$ cat config.mk
export PLATFORM = sky130hd
export DESIGN_NAME = pattern_gen
export DESIGN_NICKNAME = d
export VERILOG_FILES = /design/src/rtl/pattern_gen.sv
export SDC_FILE = /design/constraint.sdc
export NUM_CORES = 1
export LEC_CHECK = 0
export ABC_AREA = 1
export CAP_MARGIN = 30
export CORE_UTILIZATION = 46
export DETAILED_ROUTE_END_ITERATION = 7
export HOLD_SLACK_MARGIN = 0.1
export PLACE_DENSITY = 0.78
export SLEW_MARGIN = 5
export SYNTH_ARGS = -nofsm -noshare
export SYNTH_HDL_FRONTEND = slang
export SYNTH_SLANG_ARGS = --single-unit
$ cat constraint.sdc
create_clock -name clk -period 1.6 [get_ports clk]
set_input_delay 0.16 -clock clk [delete_from_list [all_inputs] [get_ports clk]]
set_output_delay 0.16 -clock clk [all_outputs]
set_load 0.02 [all_outputs]
$ cat src/rtl/pattern_gen.sv
// Test-pattern colour source: per-request pixel colour for solid, checker, noise and
// scrolling-checker modes, with mode and scroll held constant across a frame.
module pattern_gen #(
    parameter int unsigned COLOR_W   = 8,
    parameter int unsigned CELL_LOG2 = 6,
    parameter int unsigned H_OFFSET  = 48,
    parameter int unsigned V_OFFSET  = 33,
    parameter int unsigned H_ACTIVE  = 640,
    parameter int unsigned V_ACTIVE  = 480,
    parameter logic [30:0] SEED      = 31'd733
) (
    input  logic               clk,
    input  logic               rst,
    input  logic               req,
    input  logic [9:0]         col,
    input  logic [9:0]         row,
    input  logic               frame_start,
    input  logic [1:0]         mode,
    input  logic [COLOR_W-1:0] fg_color,
    output logic [COLOR_W-1:0] next_color,
    output logic               color_valid
);

    if (COLOR_W > 31 || COLOR_W == 0) begin : g_bad_color_w
        $error("pattern_gen: COLOR_W must be in 1..31");
    end
    if (CELL_LOG2 > 9) begin : g_bad_cell_log2
        $error("pattern_gen: CELL_LOG2 must be at most 9");
    end
    if (SEED == 31'd0) begin : g_bad_seed
        $error("pattern_gen: SEED must be non-zero");
    end

    typedef enum logic [1:0] {
        ModeSolid   = 2'b00,
        ModeChecker = 2'b01,
        ModeNoise   = 2'b10,
        ModeScroll  = 2'b11
    } mode_e;

    localparam logic [10:0] HStart   = 11'(H_OFFSET);
    localparam logic [10:0] HEnd     = 11'(H_OFFSET + H_ACTIVE);
    localparam logic [10:0] VStart   = 11'(V_OFFSET);
    localparam logic [10:0] VEnd     = 11'(V_OFFSET + V_ACTIVE);
    localparam logic [9:0]  HOff     = 10'(H_OFFSET);
    localparam logic [9:0]  VOff     = 10'(V_OFFSET);
    localparam logic [9:0]  CellMask = 10'(1) << CELL_LOG2;

    mode_e               mode_q, mode_d;
    logic [9:0]          scroll_q, scroll_d;
    logic [30:0]         lfsr_q, lfsr_d;
    logic [COLOR_W-1:0]  color_q, color_d;
    logic                valid_q, valid_d;

    logic                active;
    logic [9:0]          lcol, lrow, scol;
    logic                cell_plain, cell_scroll;
    logic [COLOR_W-1:0]  pix_color;

    // Coordinates wrap modulo 1024, matching the raw counters.
    always_comb begin
        lcol   = col - HOff;
        lrow   = row - VOff;
        scol   = lcol + scroll_q;
        active = ({1'b0, col} >= HStart) && ({1'b0, col} < HEnd) &&
                 ({1'b0, row} >= VStart) && ({1'b0, row} < VEnd);
        cell_plain  = (|(lcol & CellMask)) ^ (|(lrow & CellMask));
        cell_scroll = (|(scol & CellMask)) ^ (|(lrow & CellMask));
    end

    always_comb begin
        pix_color = '0;
        if (active) begin
            unique case (mode_q)
                ModeSolid:   pix_color = fg_color;
                ModeChecker: pix_color = cell_plain ? '0 : fg_color;
                ModeNoise:   pix_color = lfsr_q[COLOR_W-1:0];
                ModeScroll:  pix_color = cell_scroll ? '0 : fg_color;
                default:     pix_color = '0;
            endcase
        end
    end

    // Pixel uses the pre-update mode and scroll when frame_start coincides with req.
    always_comb begin
        lfsr_d   = (lfsr_q == 31'd0) ? SEED
                 : {lfsr_q[28:0], lfsr_q[30] ^ lfsr_q[28], lfsr_q[29] ^ lfsr_q[27]};
        mode_d   = frame_start ? mode_e'(mode) : mode_q;
        scroll_d = frame_start ? scroll_q + 10'd1 : scroll_q;
        color_d  = req ? pix_color : color_q;
        valid_d  = req;
    end

    always_ff @(posedge clk) begin
        if (rst) begin
            mode_q   <= ModeSolid;
            scroll_q <= '0;
            lfsr_q   <= SEED;
            color_q  <= '0;
            valid_q  <= 1'b0;
        end else begin
            mode_q   <= mode_d;
            scroll_q <= scroll_d;
            lfsr_q   <= lfsr_d;
            color_q  <= color_d;
            valid_q  <= valid_d;
        end
    end

    assign next_color  = color_q;
    assign color_valid = valid_q;

endmodule

# After elaboration in Yosys (flattened, before gate mapping)
# Cells that the tools add are included.
# op_classes
addsub	4
order_cmp	4
n_eq_ne	3
muxes	4
bitwise	4
n_reduce_logical	6
# ops
op	count
case mux 8 bit (4 select lines)	1
zero test 31 bit	1
2-to-1 mux 8 bit	3
greater-or-equal comparator 10 x 6 -> 1 bit (second input constant)	2
less-than comparator 10 bit (second input constant)	2
subtractor 7 x 6 -> 7 bit (second input constant)	2
adder 10 x 1 -> 10 bit (second input constant)	1
adder 7 bit	1
equality test 2 bit (second input constant)	2
XOR 1 bit	4
logical AND 1 bit	3
equality test 2 x 1 -> 1 bit (second input constant)	1
zero test 2 bit	1
OR reduction 2 bit	1
# word_totals
regBits	52
out_inout_bits	9
word_cells	30

# Longest topological paths before layout
# Gate-level depths: netlist of run 1.
# depth
depth_word	6
mapped_depth	15

# Least setup slack after synthesis of run 1
# No wires, ideal clock.
# synth_path
path_kind	input to register
startpoint	input port col[4]
endpoint	register color_q[0] (netlist: next_color[0])
setup_time_ns	0.066
arrival_ns	1.627
t_required_ns	1.534
slack_ns	-0.093
path_stages	15
cell_sequence	ha_1 -> ha_1 -> nand2_1 -> inv_2 -> a21oi_2 -> nand2_1 -> nand2_2 -> nand2_1 -> nand2_1 -> nand2_1 -> nand2_2 -> nand3_1 -> nand2_1 -> nand2_1 -> a21oi_2
# synth_via
elab_chain_cells	6
elab_cells_between_ends	13
# synth_lines
element	line	source
start: declaration	15	input logic [9:0] col,
subtractor 7 x 6 -> 7 bit	62	lcol = col - HOff;
adder 7 bit	64	scol = lcol + scroll_q;
XOR 1 bit	68	cell_scroll = (|(scol & CellMask)) ^ (|(lrow & CellMask));
2-to-1 mux 8 bit	78	ModeScroll: pix_color = cell_scroll ? '0 : fg_color;
case mux 8 bit (4 select lines)	74	unique case (mode_q)
2-to-1 mux 8 bit (*)	73	if (active) begin
end signal: assignment	105	color_q <= color_d;
end: declaration	52	logic [COLOR_W-1:0] color_q, color_d;
# Every way passes the cells marked *; elsewhere a longest branch is shown, timed or not.
# A chain may end at the register's enable or synchronous reset.

# Worst setup path in the final report of run 1
# layout_path
startpoint	register scroll_q[3]
endpoint	register color_q[1] (netlist: next_color[1])
# layout_via
elab_chain_cells	5
# layout_lines
element	line	source
start: declaration	50	logic [9:0] scroll_q, scroll_d;
start signal: assignment	103	scroll_q <= scroll_d;
adder 7 bit	64	
XOR 1 bit	68	
2-to-1 mux 8 bit	78	
case mux 8 bit (4 select lines)	74	
2-to-1 mux 8 bit	73	
# No other way between the ends.

==> flow_summary_export.csv, run 1 <==
group,metric,value,unit
run_status,status,"finished with violations",
run_status,violations,"negative setup slack",
global_route,antenna_found_initial,0,
critical_path,crit_path_frequent_cell,"nand2_2",
die,initial_core_util,48.11,%
critical_path,endpoint,"next_color[1]",
die,num_rows,25,
sta,setup_viol_count_final,7,
synth,synth_top_area_share,43.17,%
cells_and_area,nets,406,
synth,synth_seq_cells,49,
sta,setup_ws,-108.0,ps
global_route,grt_max_degree,26,
global_route,gr-total-overflow,0,
critical_path,ff2ff_setup_slack,-110,ps
cts,clk-insertion-delay-late,310,ps
routing,drt-pass1-iter-count,4,
power_and_ir_drop,powerDensity,787.5,nW/um^2
synth,ys_seq_area_share,43.17,%
cells_and_area,n_antenna_cell,0,
run,drv_cap,0,
sta,hold_viol,0,
synth,yosysUniqueCellTypes,30,
critical_path,crit_required,1850,ps
critical_path,r2r_cells,14,
placed_design,gp_congestion,0.7945,
cts,postCtsHoldBufs,0,
die,die_h,72.28,microns
synth,syn_area,2272,sq um
routing,num_vias,2063,
cts,clkTransAtPathRegs,90,ps
synth,synth_top_family_by_area,"simple AND/OR/NAND/NOR gates",
synth,netlist_instances,308,
cts,cts_tree,"yes",
sta,worst_pin_slew,343.7,ps
placed_design,dpl.hpwl,3550,microns
global_route,grt_pass1_vias,1975,
critical_path,critPathLaunchType,"flop",
routing,viasPerCell,4.764,
synth,synthArstFlopShare,0,%
cells_and_area,drive_gt1_share,20.77,%
sta,clock.fmax,585.5,MHz
synth,synth_edf_count,0,
global_route,gr-usage-all-layers,19.62,%
sta,timing.final.crit_share,106.7,%
critical_path,crit_chain,"ha_4, nand2_2, nand2_2, a21oi_2, nand2_1, nand2_2, nand2_2, nand2_2, nand2_2, nand2_4, nand3_2, nand2_1, nand2_1, a21oi_2",
synth,avgSynthCellArea,7.377,sq um
synth,synth_top_area_cell,"dfxtp_1",
routing,drc,0,
routing,drt_iter0_markers,100,
cts,cts-buffers-inserted,5,
critical_path,r2r-end,"next_color[1]",
synth,synth.area.top_cells,"dfxtp_1 43%, nand2_1 8.9%, inv_1 7.4%, nor2_1 6.9%, nand3_1 4.2%",
sta,slew_headroom,76.89,%
synth,yosysWarnings,0,
critical_path,crit_path_end_kind,"flop",
synth,synth_xor_area_share,0,%
routing,final_antenna_net_count,0,
cts,htree_levels,2,
placed_design,port_buffers,42,
die,die_w,72.28,microns
sta,finalCriticalPeriod,1708,ps
synth,yosys-top-cells-count,"54 x nand2_1, 49 x dfxtp_1, 45 x inv_1, 42 x nor2_1, 19 x nand3_1",
power_and_ir_drop,p_leak,1.292,nW
sta,rsz0062_at_grt,"yes",
critical_path,max_stage_delay,360,ps
synth,synth-adder-area-share,3.855,%
die,die-area,5224,sq um
power_and_ir_drop,ir_drop,518.8,uV
routing,wl,4755,microns
synth,synth.net_count,349,
synth,synthFlopType,"dfxtp_1",
critical_path,critPathMaxFanout,7,
critical_path,crit_start,"scroll_q[3]",
min_path,hp-class,"flop to flop",
critical_path,reg2reg_from,"scroll_q[3]",
cts,cts-root-buf,"clkbuf_8",
sta,finClkSkew,10.16,ps
synth,synthSimpleGateAreaFrac,34.03,%
placed_design,dpl_cell_area,2932,sq um
cts,cts.path.max_buffers,2,
global_route,grt_first_pass_wirelength,8100,microns
routing,wl_per_cell,10.98,microns
die,core_region_area,4723,sq um
synth,synth_compound_area_share,8.756,%
die,io_pins,43,
synth,synth_mux_area_share,0,%
synth,yosysMostFrequentCell,"nand2_1",
critical_path,cp_slowest_cell,"dfxtp_2",
cts,cts_sinks,49,
sta,drv_slew,0,
cells_and_area,synthToLayoutAreaGrowth,35.19,%
cells_and_area,design_area,3072,sq um
sta,holdWs,428.1,ps
critical_path,cp.arrival,1960,ps
critical_path,critical_path_class,"flop to flop",
==> what timing repair did <==
action                                  CTS  global route
endpoints found under the setup margin    8             8
pin swaps                                21            12
resized for setup                        14             3
buffers inserted                          1             0
==> state kept, by name, summed over array words and instances, names as in the netlist <==
| register | flops |
|---|---|
| lfsr_q | 31 |
| scroll_q | 7 |
| mode_q | 2 |
| next_color | 8 |
| color_valid | 1 |
==> cell type report <==
| cell class | instances | area (sq um) |
|---|---|---|
| flip-flops and latches | 49 | 984.7 |
| fillers | 424 | 1652 |
| repair buffers | 57 | 545.5 |
| clock inverters | 3 | 21.27 |
| multi-input cells | 203 | 1182 |
| clock buffers | 5 | 68.82 |
| well taps | 67 | 83.83 |
| inverters | 49 | 185.2 |
==> power breakdown <==
| group | internal, mW | total (mW) | switching [mW] |
|---|---|---|---|
| Sequential | 1.26 | 1.28 | 0.0231 |
| Clock | 0.311 | 0.734 | 0.423 |
| Combinational | 0.198 | 0.404 | 0.206 |
==> metrics by stage <==
stage	setup WS (ps)	TNS, ps	power [mW]	cells	util [%]
floorplan	-13.64	-13.64	1.525	308	-
global placement	-616.2	-4643	1.692	424	62.07
detailed placement	-678.9	-5158	1.703	424	62.07
CTS	-57.05	-226.9	2.445	433	64.87
global route	-249.6	-1582	2.535	433	65.03
finish	-108.0	-639.3	2.419	433	65.03
==> kinds of logic (layout without fill, tap and decap cells) <==
group           after synthesis  count (layout)
simple gates                165             165
buf+inv                      56             114
flops                        49              49
compound gates               31              31
fa+ha+maj                     7               7
==> metal layers <==
layer / track usage [%] / vias up / share of wire (%)
met2: 34.99 / 37 / 48
met4: 6.536 / 0 / 1.6
met3: 4.028 / 9 / 4.3
met5: 0 / - / 0
li1: - / 1096 / -
met1: 23.44 / 921 / 46
==> worst min-delay path by stage <==
stage / cells past startpoint / end / slack [ps] / start
after CTS: 2 / lfsr_q[23] / 430 / lfsr_q[21]
after global placement: 2 / lfsr_q[21] / 420 / lfsr_q[19]
final: 2 / lfsr_q[21] / 430 / lfsr_q[19]
after floorplan: 1 / scroll_q[0] / 240 / rst
after detailed placement: 2 / lfsr_q[21] / 420 / lfsr_q[19]
after global routing: 2 / lfsr_q[19] / 460 / lfsr_q[17]
==> worst max-delay path: cells and delay by family, from the launching register on <==
family / cells / cell delay, ps
AOI/OAI and AO/OA: 2 / 310
DFF: 1 / 360
and+or+nand+nor: 11 / 780
adders and majority gates: 1 / 200
==> placed cells by master (no fill, tap or decap), types with 8 or more instances in the layout <==
| master | n |
|---|---|
| nand2_1 | 48 |
| dfxtp_1 | 46 |
| inv_1 | 45 |
| nor2_1 | 41 |
| clkdlybuf4s50_1 | 39 |
| nor3_1 | 14 |
| buf_4 | 14 |
| nand2_2 | 12 |
| nand3_2 | 12 |
| o21ai_0 | 12 |
| nand3_1 | 10 |
| a21oi_2 | 8 |
Note: power is estimated with default switching activity, not from simulation.
==> run 2: changes to the inputs <==
PLACE_DENSITY = 0.72   (was 0.78)
TNS_END_PERCENT = 5   (was unset)
==> run 2 against run 1 <==
Against the previous run:
- the run still ends with negative setup slack left
- count of clock-buffer cells in the layout is the same
- routed wire length shrank 0.95%
- sequential cell count is the same
- sequential share of layout area shrank 0.31 points
- fmax shrank 0.27%
- register-to-register slack is essentially flat
- via count shrank 1.6%
- clock skew shrank 5.2 ps
- critical path type is now primary input to flop
- critical endpoint is now next_color[2]
==> flow_summary_export.csv, run 2 (synthesis gave the netlist of run 1 again) <==
group,metric,value,unit
die,die_h,72.28,microns
critical_path,crit_chain,"clkdlybuf4s50_1, ha_4, nand2_4, nand2_2, a21oi_2, nand2_1, nand2_2, nand2_2, nand2_2, nand2_2, nand2_4, nand3_2, nand2_2, nand2_2, a21oi_2",
sta,hold_viol,0,
placed_design,dpl_cell_area,2904,sq um
die,io_pins,43,
cells_and_area,drive_gt1_share,22.53,%
power_and_ir_drop,ir_drop,704.6,uV
cts,htree_levels,2,
sta,finalCriticalPeriod,1713,ps
global_route,grt_max_degree,16,
critical_path,ff2ff_setup_slack,-100,ps
sta,slew_headroom,76.45,%
cts,postCtsHoldBufs,0,
critical_path,r2r_cells,14,
critical_path,max_stage_delay,500,ps
cells_and_area,largest_reg_flops,31,
run,drv_cap,0,
cells_and_area,mostFrequentLayoutCells,"45 x inv_1, 45 x dfxtp_1, 41 x nor2_1, 41 x nand2_1, 40 x clkdlybuf4s50_1",
routing,final_antenna_net_count,0,
sta,rsz0062_at_grt,"yes",
min_path,hp-class,"flop to flop",
critical_path,critPathTopFamily,"simple AND/OR/NAND/NOR gates",
sta,holdWs,430.0,ps
die,num_rows,25,
global_route,antenna_found_initial,0,
die,core_region_area,4723,sq um
cells_and_area,nets,405,
global_route,gr-total-overflow,0,
sta,finClkSkew,4.942,ps
cells_and_area,regMostFlops,"lfsr_q",
critical_path,critical_path_class,"primary input to flop",
power_and_ir_drop,powerDensity,820.5,nW/um^2
critical_path,r2r-end,"next_color[2]",
cts,cts.path.max_buffers,2,
cells_and_area,design_area,3105,sq um
routing,num_vias,2029,
cts,cts-buffers-inserted,5,
routing,wl,4710,microns
global_route,gr-usage-all-layers,19.98,%
die,initial_core_util,48.11,%
sta,clock.fmax,583.9,MHz
routing,viasPerCell,4.708,
critical_path,critPathLaunchType,"primary input",
routing,drc,0,
cells_and_area,instances_no_fill,431,
cts,cts-root-buf,"clkbuf_8",
routing,wl_per_cell,10.93,microns
cts,clk-insertion-delay-late,300,ps
routing,drt-pass1-iter-count,4,
critical_path,cp.arrival,1950,ps
min_path,min_path_cells,2,
sta,timing.final.crit_share,107.0,%
sta,setup_ws,-112.6,ps
cts,clkTransAtPathRegs,80,ps
placed_design,gp_congestion,0.8113,
critical_path,crit_path_end_kind,"flop",
cts,cts_tree,"yes",
die,die-area,5224,sq um
sta,setup_viol_count_final,7,
sta,tns,-666.7,ps
min_path,min_to,"lfsr_q[23]",
critical_path,crit_path_frequent_cell,"nand2_2",
global_route,grt_pass1_vias,2013,
placed_design,placed_cells,422,
critical_path,reg2reg_from,"scroll_q[3]",
cells_and_area,synthToLayoutAreaGrowth,36.67,%
cts,cts_sinks,49,
min_path,min-delay-start,"lfsr_q[21]",
sta,worst_pin_slew,352.7,ps
critical_path,timing.critical_path.buf_inv,1,
power_and_ir_drop,p_leak,1.301,nW
run_status,violations,"negative setup slack",
placed_design,dpl.hpwl,3540,microns
sta,drv_slew,0,
critical_path,crit_required,1830,ps
routing,drt_iter0_markers,38,
run_status,status,"finished with violations",
critical_path,critPathMaxFanout,7,
die,die_w,72.28,microns
placed_design,port_buffers,42,
critical_path,cp_slowest_cell,"clkdlybuf4s50_1",
cells_and_area,n_antenna_cell,0,
global_route,grt_first_pass_wirelength,8176,microns
-- run 2: report_power, final --
group | internal (mW) | total, mW | switching, mW | leakage (nW)
combinational | 0.202 | 0.408 | 0.206 | 0.843
sequential | 1.26 | 1.29 | 0.0280 | 0.402
clock | 0.463 | 0.853 | 0.391 | 0.0546
total | 1.92 | 2.55 | 0.625 | 1.30
-- run 2: timing repair --
action / in CTS / in global routing
buffers inserted: 1 / 1
endpoints found under the setup margin: 8 / 8
resized for setup: 15 / 10
pin swaps: 14 / 11
endpoints found under the hold margin: 0 / 0
-- run 2: worst max-delay path by stage --
stage                     start             to  slack (ps)  cells after the start
floorplan                col[4]  next_color[0]         -10                     15
global placement         col[4]  next_color[7]        -610                     16
detailed placement       col[4]  next_color[0]        -660                     15
CTS                 scroll_q[3]  next_color[2]         -80                     14
global route        scroll_q[3]  next_color[2]        -250                     14
finish                   col[3]  next_color[2]        -110                     15
-- run 2: through the flow --
step	worst slack (ps)	power, mW	util [%]
6_report	-112.6	2.548	65.75
5_1_grt	-248.2	2.678	65.75
4_1_cts	-75.41	2.569	64.74
3_5_place_dp	-662.7	1.694	61.48
3_3_place_gp	-611.7	1.685	61.48
2_1_floorplan	-13.64	1.525	-
-- run 2: area by class of cell --
cell class                 count  area, sq um
fill                         409         1618
multi-input combinational    203         1217
sequential                    49        985.9
timing repair buffer          56        525.5
inverter                      49        185.2
tap                           67        83.83
clock buffer                   5        68.82
clock inverter                 2        38.79
-- run 2: routing by layer --
layer	GRT usage [%]	wire [microns]	up-vias	share of wire [%]
met3	5.278	211	5	4.5
li1	-	-	1090	-
met4	6.318	43	0	0.91
met1	22.41	2203	901	47
met5	0	0	-	0
met2	36.66	2251	33	48
-- run 2: worst reg2reg max path, cell delays in order, from the launching register on --
cell and delay (ps):
dfxtp_2 370, ha_4 220, nand2_4 50, nand2_2 50
a21oi_2 160, nand2_1 80, nand2_2 80, nand2_2 50
nand2_2 70, nand2_2 60, nand2_4 130, nand3_2 80
nand2_2 60, nand2_2 50, a21oi_2 120
